### config.mk
export PLATFORM = sky130hd
export DESIGN_NAME = seg_capture_encoder_flat
export DESIGN_NICKNAME = d
export VERILOG_FILES = /design/src/rtl/seg_capture_encoder_pkg.sv /design/src/rtl/seg_capture_encoder_if.sv /design/src/rtl/seg_pattern_encoder.sv /design/src/rtl/seg_capture_encoder.sv /design/src/flat_wrapper.sv
export SDC_FILE = /design/constraint.sdc
export NUM_CORES = 1
export LEC_CHECK = 0
export CORE_ASPECT_RATIO = 1.2
export CORE_MARGIN = 8
export CORE_UTILIZATION = 49
export CTS_CLUSTER_SIZE = 28
export DETAILED_ROUTE_END_ITERATION = 12
export PLACE_DENSITY = 0.76
export SETUP_SLACK_MARGIN = 0.2
export SLEW_MARGIN = 10
export SYNTH_ARGS = -nofsm -noshare
export SYNTH_HDL_FRONTEND = slang
export SYNTH_SLANG_ARGS = --single-unit
### constraint.sdc
create_clock -name clk -period 1.75 [get_ports clk]
set_input_delay 0.35 -clock clk [delete_from_list [all_inputs] [get_ports clk]]
set_output_delay 0.35 -clock clk [all_outputs]
set_load 0.05 [all_outputs]
### src/rtl/seg_capture_encoder_pkg.sv
// Shared segment/hex code definitions for the 7-segment capture monitor.
// Patterns are Seg[0:6] (a..g) read as a 7-bit MSB-first value, active-low.
package seg_capture_pkg;

  typedef logic [3:0] hex_digit_t;
  typedef logic [6:0] seg_pattern_t;

  localparam seg_pattern_t SEG_0     = 7'h01;
  localparam seg_pattern_t SEG_1     = 7'h4F;
  localparam seg_pattern_t SEG_2     = 7'h12;
  localparam seg_pattern_t SEG_3     = 7'h06;
  localparam seg_pattern_t SEG_4     = 7'h4C;
  localparam seg_pattern_t SEG_5     = 7'h24;
  localparam seg_pattern_t SEG_6     = 7'h20;
  localparam seg_pattern_t SEG_7     = 7'h0F;
  localparam seg_pattern_t SEG_8     = 7'h00;
  localparam seg_pattern_t SEG_9     = 7'h04;
  localparam seg_pattern_t SEG_BLANK = 7'h7F;

  localparam hex_digit_t HEX_BLANK = 4'hF;
  localparam hex_digit_t HEX_ERR   = 4'hE;

endpackage

### src/rtl/seg_capture_encoder_if.sv
// Display bus (sampled) plus captured-frame valid/ready channel.
// slave = the monitor, master = whoever drives the display and consumes frames.
interface seg_capture_encoder_if #(
  parameter int NUM_DIGITS = 4
);

  logic [0:6]              Seg;
  logic [NUM_DIGITS-1:0]   An;
  logic                    clr;
  logic [4*NUM_DIGITS-1:0] Digits;
  logic [NUM_DIGITS-1:0]   DigitErr;
  logic                    out_valid;
  logic                    out_ready;
  logic                    overrun;

  modport master (
    output Seg, An, clr, out_ready,
    input  Digits, DigitErr, out_valid, overrun
  );

  modport slave (
    input  Seg, An, clr, out_ready,
    output Digits, DigitErr, out_valid, overrun
  );

endinterface

### src/rtl/seg_pattern_encoder.sv
// Combinational decode of one active-low 7-segment pattern back to a hex value.
// Blank decodes to HEX_BLANK without error; anything unrecognised flags err.
module seg_pattern_encoder
  import seg_capture_pkg::*;
(
  input  seg_pattern_t pattern,
  output hex_digit_t   value,
  output logic         err
);

  always_comb begin
    value = HEX_ERR;
    err   = 1'b1;
    case (pattern)
      SEG_0:     begin value = 4'h0;      err = 1'b0; end
      SEG_1:     begin value = 4'h1;      err = 1'b0; end
      SEG_2:     begin value = 4'h2;      err = 1'b0; end
      SEG_3:     begin value = 4'h3;      err = 1'b0; end
      SEG_4:     begin value = 4'h4;      err = 1'b0; end
      SEG_5:     begin value = 4'h5;      err = 1'b0; end
      SEG_6:     begin value = 4'h6;      err = 1'b0; end
      SEG_7:     begin value = 4'h7;      err = 1'b0; end
      SEG_8:     begin value = 4'h8;      err = 1'b0; end
      SEG_9:     begin value = 4'h9;      err = 1'b0; end
      SEG_BLANK: begin value = HEX_BLANK; err = 1'b0; end
      default:   ;
    endcase
  end

endmodule

### src/rtl/seg_capture_encoder.sv
// Passive monitor of a multiplexed 7-segment bus: captures each digit once it
// has settled, assembles a frame of all digits and offers it on valid/ready.
module seg_capture_encoder
  import seg_capture_pkg::*;
#(
  parameter int NUM_DIGITS    = 4,
  parameter int STABLE_CYCLES = 4
) (
  input logic                 clk,
  input logic                 rst_n,
  seg_capture_encoder_if.slave bus
);

  localparam int CNT_W = $clog2(STABLE_CYCLES + 1);
  localparam int IDX_W = (NUM_DIGITS > 1) ? $clog2(NUM_DIGITS) : 1;
  localparam logic [CNT_W-1:0] CNT_MAX = CNT_W'(STABLE_CYCLES);
  localparam logic [CNT_W-1:0] CNT_HIT = CNT_W'(STABLE_CYCLES - 1);

  logic [NUM_DIGITS-1:0]   samp_an;
  seg_pattern_t            samp_seg;
  logic [CNT_W-1:0]        stable_cnt;
  logic [4*NUM_DIGITS-1:0] shadow;
  logic [NUM_DIGITS-1:0]   shadow_err;
  logic [NUM_DIGITS-1:0]   seen;
  logic [4*NUM_DIGITS-1:0] digits_q;
  logic [NUM_DIGITS-1:0]   digit_err_q;
  logic                    valid_q;
  logic                    overrun_q;

  logic [NUM_DIGITS-1:0]   an_low;
  logic                    an_onehot;
  logic [IDX_W-1:0]        digit_idx;
  logic                    input_same;
  logic                    capture;
  logic                    frame_done;
  logic                    accept;
  hex_digit_t              enc_value;
  logic                    enc_err;

  seg_pattern_encoder u_encoder (
    .pattern (samp_seg),
    .value   (enc_value),
    .err     (enc_err)
  );

  assign an_low     = ~samp_an;
  assign an_onehot  = (an_low != '0) && ((an_low & (an_low - NUM_DIGITS'(1))) == '0);
  assign input_same = ({bus.An, bus.Seg} == {samp_an, samp_seg});
  // The counter passes CNT_HIT exactly once per stable run, giving one capture.
  assign capture    = (stable_cnt == CNT_HIT);
  assign frame_done = &seen;
  assign accept     = valid_q && bus.out_ready;

  always_comb begin
    digit_idx = '0;
    for (int i = 0; i < NUM_DIGITS; i++) begin
      if (an_low[i]) digit_idx = IDX_W'(i);
    end
  end

  always_ff @(posedge clk or negedge rst_n) begin
    if (!rst_n) begin
      samp_an    <= '0;
      samp_seg   <= '0;
      stable_cnt <= '0;
    end else begin
      samp_an  <= bus.An;
      samp_seg <= bus.Seg;
      if (bus.clr) begin
        stable_cnt <= '0;
      end else if (input_same && an_onehot) begin
        if (stable_cnt != CNT_MAX) stable_cnt <= stable_cnt + 1'b1;
      end else begin
        stable_cnt <= '0;
      end
    end
  end

  always_ff @(posedge clk or negedge rst_n) begin
    if (!rst_n) begin
      shadow     <= '0;
      shadow_err <= '0;
      seen       <= '0;
    end else if (bus.clr) begin
      shadow     <= '0;
      shadow_err <= '0;
      seen       <= '0;
    end else begin
      if (frame_done) seen <= '0;
      if (capture) begin
        shadow[4*int'(digit_idx) +: 4] <= enc_value;
        shadow_err[digit_idx]          <= enc_err;
        seen[digit_idx]                <= 1'b1;
      end
    end
  end

  // A dropped frame can only happen with out_ready low, so overrun set/clear never collide.
  always_ff @(posedge clk or negedge rst_n) begin
    if (!rst_n) begin
      digits_q    <= '0;
      digit_err_q <= '0;
      valid_q     <= 1'b0;
      overrun_q   <= 1'b0;
    end else begin
      if (frame_done) begin
        if (!valid_q || bus.out_ready) begin
          digits_q    <= shadow;
          digit_err_q <= shadow_err;
          valid_q     <= 1'b1;
        end else begin
          overrun_q <= 1'b1;
        end
      end else if (accept) begin
        valid_q <= 1'b0;
      end
      if (accept) overrun_q <= 1'b0;
    end
  end

  assign bus.Digits    = digits_q;
  assign bus.DigitErr  = digit_err_q;
  assign bus.out_valid = valid_q;
  assign bus.overrun   = overrun_q;

endmodule

### src/flat_wrapper.sv
// flat-port wrapper written by rule: the top's interface ports become plain ports
module seg_capture_encoder_flat import seg_capture_pkg::*;
#(
  parameter int NUM_DIGITS    = 4,
  parameter int STABLE_CYCLES = 4
)
  (clk, rst_n, bus_Seg, bus_An, bus_clr, bus_out_ready, bus_Digits, bus_DigitErr, bus_out_valid, bus_overrun);
  seg_capture_encoder_if #(.NUM_DIGITS(NUM_DIGITS)) bus_i ();
  input logic clk;
  input logic rst_n;
  input wire logic [$bits(bus_i.Seg)-1:0] bus_Seg;
  input wire logic [$bits(bus_i.An)-1:0] bus_An;
  input wire logic [$bits(bus_i.clr)-1:0] bus_clr;
  input wire logic [$bits(bus_i.out_ready)-1:0] bus_out_ready;
  output wire logic [$bits(bus_i.Digits)-1:0] bus_Digits;
  output wire logic [$bits(bus_i.DigitErr)-1:0] bus_DigitErr;
  output wire logic [$bits(bus_i.out_valid)-1:0] bus_out_valid;
  output wire logic [$bits(bus_i.overrun)-1:0] bus_overrun;
  assign bus_i.Seg = bus_Seg;
  assign bus_i.An = bus_An;
  assign bus_i.clr = bus_clr;
  assign bus_i.out_ready = bus_out_ready;
  assign bus_Digits = bus_i.Digits;
  assign bus_DigitErr = bus_i.DigitErr;
  assign bus_out_valid = bus_i.out_valid;
  assign bus_overrun = bus_i.overrun;
  seg_capture_encoder #(.NUM_DIGITS(NUM_DIGITS), .STABLE_CYCLES(STABLE_CYCLES)) u_core (.clk(clk), .rst_n(rst_n), .bus(bus_i));
endmodule
==> insert_results.sql <==
INSERT INTO impl_metrics (metric_group, metric, value, unit) VALUES
('run_status', 'outcome', 'finished with violations', ''),
('run_status', 'violated_checks', 'negative hold slack', ''),
('setup_path', 'crit_cells', '4', ''),
('timing', 'max-slew-margin-rel', '60.5', '%'),
('placement', 'detailedPlace.worstSlack', '-0.0643', 'ns'),
('logic_synthesis', 'synth-edff-count', '0', ''),
('cells_and_area', 'final.fill_count', '377', ''),
('placement', 'finalWeightedCongestion', '0.769', ''),
('setup_path', 'timing.critical_path.slowest_stage_cell', 'sky130_fd_sc_hd__or4_4', ''),
('cells_and_area', 'antenna-diode-count', '0', ''),
('timing', 'final.period_utilization', '99.8', '%'),
('cts', 'number_of_buffers_added_by_the_clock_tree_synthesis_step', '9', ''),
('setup_path', 'max_stage_delay', '0.53', 'ns'),
('setup_path', 'critical_path_startpoint_category', 'register', ''),
('floorplanning', 'floorplan.io_pins', '37', ''),
('placement', 'placed_area', '3140', 'sq um'),
('setup_path', 'critPathTopFamily', 'compound AO/OA/AOI/OAI gates', ''),
('logic_synthesis', 'syn_area_per_cell', '11.6', 'sq um'),
('logic_synthesis', 'postSynth.asyncResetShare', '100', '%'),
('floorplanning', 'die_h', '96.8', 'microns'),
('setup_path', 'required_time_at_the_worst_slack_endpoint', '1.95', 'ns'),
('placement', 'place_inst', '330', ''),
('timing', 'hold_viol_final', '3', ''),
('cells_and_area', 'fin_nets', '299', ''),
('placement', 'dpl.hpwl', '3640', 'microns'),
('setup_path', 'endpoint_kind', 'register', ''),
('setup_path', 'critical_path.n_buffers_inverters', '0', ''),
('cts', 'clock_insertion_delay_worst_skew', '0.35', 'ns'),
('global_route', 'grt_pass1_vias', '1920', ''),
('cells_and_area', 'flow.area_growth_from_synthesis', '32.0', '%'),
('timing', 'setup_viol', '0', ''),
('power_and_ir_drop', 'p_int', '2.29', 'mW'),
('cts', 'cts_root_buf', 'sky130_fd_sc_hd__clkbuf_8', ''),
('floorplanning', 'core_area', '5260', 'sq um'),
('cts', 'cts.clk_slew.worst_paths', '0.07', 'ns'),
('route', 'dr_total_vias', '1963', ''),
('min_path', 'hold_removal_path_class', 'primary input to asynchronous set/reset pin', ''),
('cells_and_area', 'drive_gt1_share', '38.1', '%'),
('logic_synthesis', 'synth.yosys.seq_area_share', '56.3', '%'),
('setup_path', 'timing.critical_path.arrival', '1.95', 'ns'),
('setup_path', 'r2r-end', 'u_core.shadow[15]$_DFFE_PN0P_', ''),
('route', 'firstDrtPassIters', '4', ''),
('timing', 'finalMaxSlewViolations', '0', ''),
('cts', 'clock_sink_count', '60', ''),
('power_and_ir_drop', 'clock_power_share', '44.8', '%'),
('setup_path', 'worstSetupStartpoint', 'u_core.samp_seg[1]$_DFF_PN0_', ''),
('logic_synthesis', 'synth_nets', '247', ''),
('floorplanning', 'die_w', '83.3', 'microns'),
('power_and_ir_drop', 'p_leak', '1.57', 'nW'),
('global_route', 'largest_net_degree_at_the_start_of_global_routing', '61', ''),
('power_and_ir_drop', 'vdd_drop_max', '0.591', 'mV'),
('route', 'drt-initial-drc-count', '145', ''),
('setup_path', 'worst_setup_path_endpoint', 'u_core.shadow[15]$_DFFE_PN0P_', ''),
('route', 'drcViolationCount', '0', ''),
('placement', 'placement.io_buffers', '36', ''),
('cts', 'tritoncts', 'built', ''),
('global_route', 'track_usage', '13.0', '%'),
('logic_synthesis', 'ys_top_cells_by_count', '60 x sky130_fd_sc_hd__dfrtp_1, 27 x sky130_fd_sc_hd__nor2_1, 20 x sky130_fd_sc_hd__mux2_2', ''),
('power_and_ir_drop', 'power_density', '850', 'nW/um^2'),
('timing', 'holdWs', '-0.00680', 'ns'),
('logic_synthesis', 'synth-seq-cells', '60', ''),
('logic_synthesis', 'ys_warn_count', '0', ''),
('route', 'drt-wirelength-per-cell', '15.7', 'microns'),
('setup_path', 'ff2ff_setup_slack', '0.004', 'ns'),
('floorplanning', 'core.rowCount', '29', ''),
('route', 'vias_per_cell', '5.64', ''),
('power_and_ir_drop', 'total_switching_power', '0.697', 'mW'),
('cells_and_area', 'finalInstanceArea', '3520', 'sq um'),
('setup_path', 'critPathMaxFanout', '6', ''),
('logic_synthesis', 'post_synth_main_area_contributors', 'sky130_fd_sc_hd__dfrtp_1 56%, sky130_fd_sc_hd__mux2_2 8.5%, sky130_fd_sc_hd__a311oi_1 3.9%, sky130_fd_sc_hd__nor2_1 3.8%, sky130_fd_sc_hd__xor2_1 2.0%', ''),
('timing', 'worst_slack', '0.00412', 'ns');
==> registers in the layout (all words and copies together), names as in the netlist <==
signal                cells
u_core.samp_seg           7
u_core.bus.DigitErr       4
u_core.bus.out_valid      1
u_core.seen               4
u_core.samp_an            4
u_core.stable_cnt         3
u_core.shadow_err         4
u_core.bus.overrun        1
u_core.shadow            16
u_core.bus.Digits        16
==> worst register-to-register path: stages, from the launching register on <==
cell and delay (ns):
sky130_fd_sc_hd__dfrtp_1 0.38, sky130_fd_sc_hd__or4_4 0.53, sky130_fd_sc_hd__a211o_4 0.39, sky130_fd_sc_hd__o211ai_2 0.16, sky130_fd_sc_hd__a311oi_1 0.14
==> cell type report <==
cell class                 count  area (sq um)  area share [%]
clock buffer                   9           124            3.52
timing repair buffer          56           483            13.7
clock inverter                 7          91.3            2.60
sequential                    60          1500            42.7
tap                           62          77.6            2.20
multi-input combinational    146          1210            34.4
inverter                       8          30.0           0.853
==> worst min path at each step <==
stage	start	slack [ns]	cells after the start	endpoint
finish	rst_n	-0.007	2	u_core.bus.overrun$_DFFE_PN0P_
global route	rst_n	0.03	2	u_core.bus.overrun$_DFFE_PN0P_
CTS	rst_n	0.008	2	u_core.bus.overrun$_DFFE_PN0P_
detailed placement	rst_n	0.38	2	u_core.bus.out_valid$_DFFE_PN0P_
global placement	rst_n	0.38	2	u_core.bus.Digits[13]$_DFFE_PN0P_
floorplan	rst_n	0.05	0	u_core.bus.DigitErr[0]$_DFFE_PN0P_
==> what timing repair did <==
action / in CTS / in global routing
hold buffers: 0 / 0
gates cloned: 0 / 1
buffers inserted: 0 / 1
resized for setup: 5 / 23
pin swaps: 2 / 5
endpoints found under the setup margin: 23 / 23
==> kinds of logic after synthesis <==
kind of cell	share of synthesized area (%)
flip-flops	56.3
adder cells (fa/ha/maj)	1.41
AO/OA/AOI/OAI	13.6
AND/OR/NAND/NOR	12.3
XOR/XNOR	3.61
multiplexers	8.83
buffers and inverters	3.94
==> metal layers <==
layer / GRT usage (%) / part of all wire (%)
met5: 0 / 0
met4: 7.45 / 2.6
met3: 5.20 / 5.9
met2: 19.7 / 48
met1: 15.3 / 43
==> per-stage QoR <==
stage | TNS [ns] | total power, mW | util [%]
after floorplan | -0.00446 | 1.55 | -
after global placement | -0.0338 | 1.65 | 59.7
after detailed placement | -0.243 | 1.65 | 59.7
after CTS | 0 | 3.00 | 64.2
after global routing | -0.343 | 3.10 | 66.9
final | 0 | 2.99 | 66.9
==> layout by cell type, fill, tap and decap left out, types with 4 or more instances in the layout <==
cell type	instances
sky130_fd_sc_hd__buf_4	38
sky130_fd_sc_hd__nand2b_1	4
sky130_fd_sc_hd__clkdlybuf4s50_1	13
sky130_fd_sc_hd__a311oi_2	4
sky130_fd_sc_hd__inv_1	8
sky130_fd_sc_hd__dfrtp_1	59
sky130_fd_sc_hd__nor2_1	26
sky130_fd_sc_hd__clkbuf_8	9
sky130_fd_sc_hd__a311oi_1	8
sky130_fd_sc_hd__a211oi_2	4
sky130_fd_sc_hd__a21oi_1	6
sky130_fd_sc_hd__xor2_1	5
sky130_fd_sc_hd__nand2_1	7
sky130_fd_sc_hd__mux2_2	20
sky130_fd_sc_hd__xnor2_1	5
==> power by group through the flow <==
stage / Combinational, mW / Clock [mW] / Sequential (mW)
after floorplan: 0.0883 / 0 / 1.46
after global placement: 0.201 / 0 / 1.45
final: 0.225 / 1.34 / 1.43
after detailed placement: 0.203 / 0 / 1.45
after CTS: 0.207 / 1.37 / 1.42
after global routing: 0.245 / 1.43 / 1.43
(Power assumes the default switching activity.)
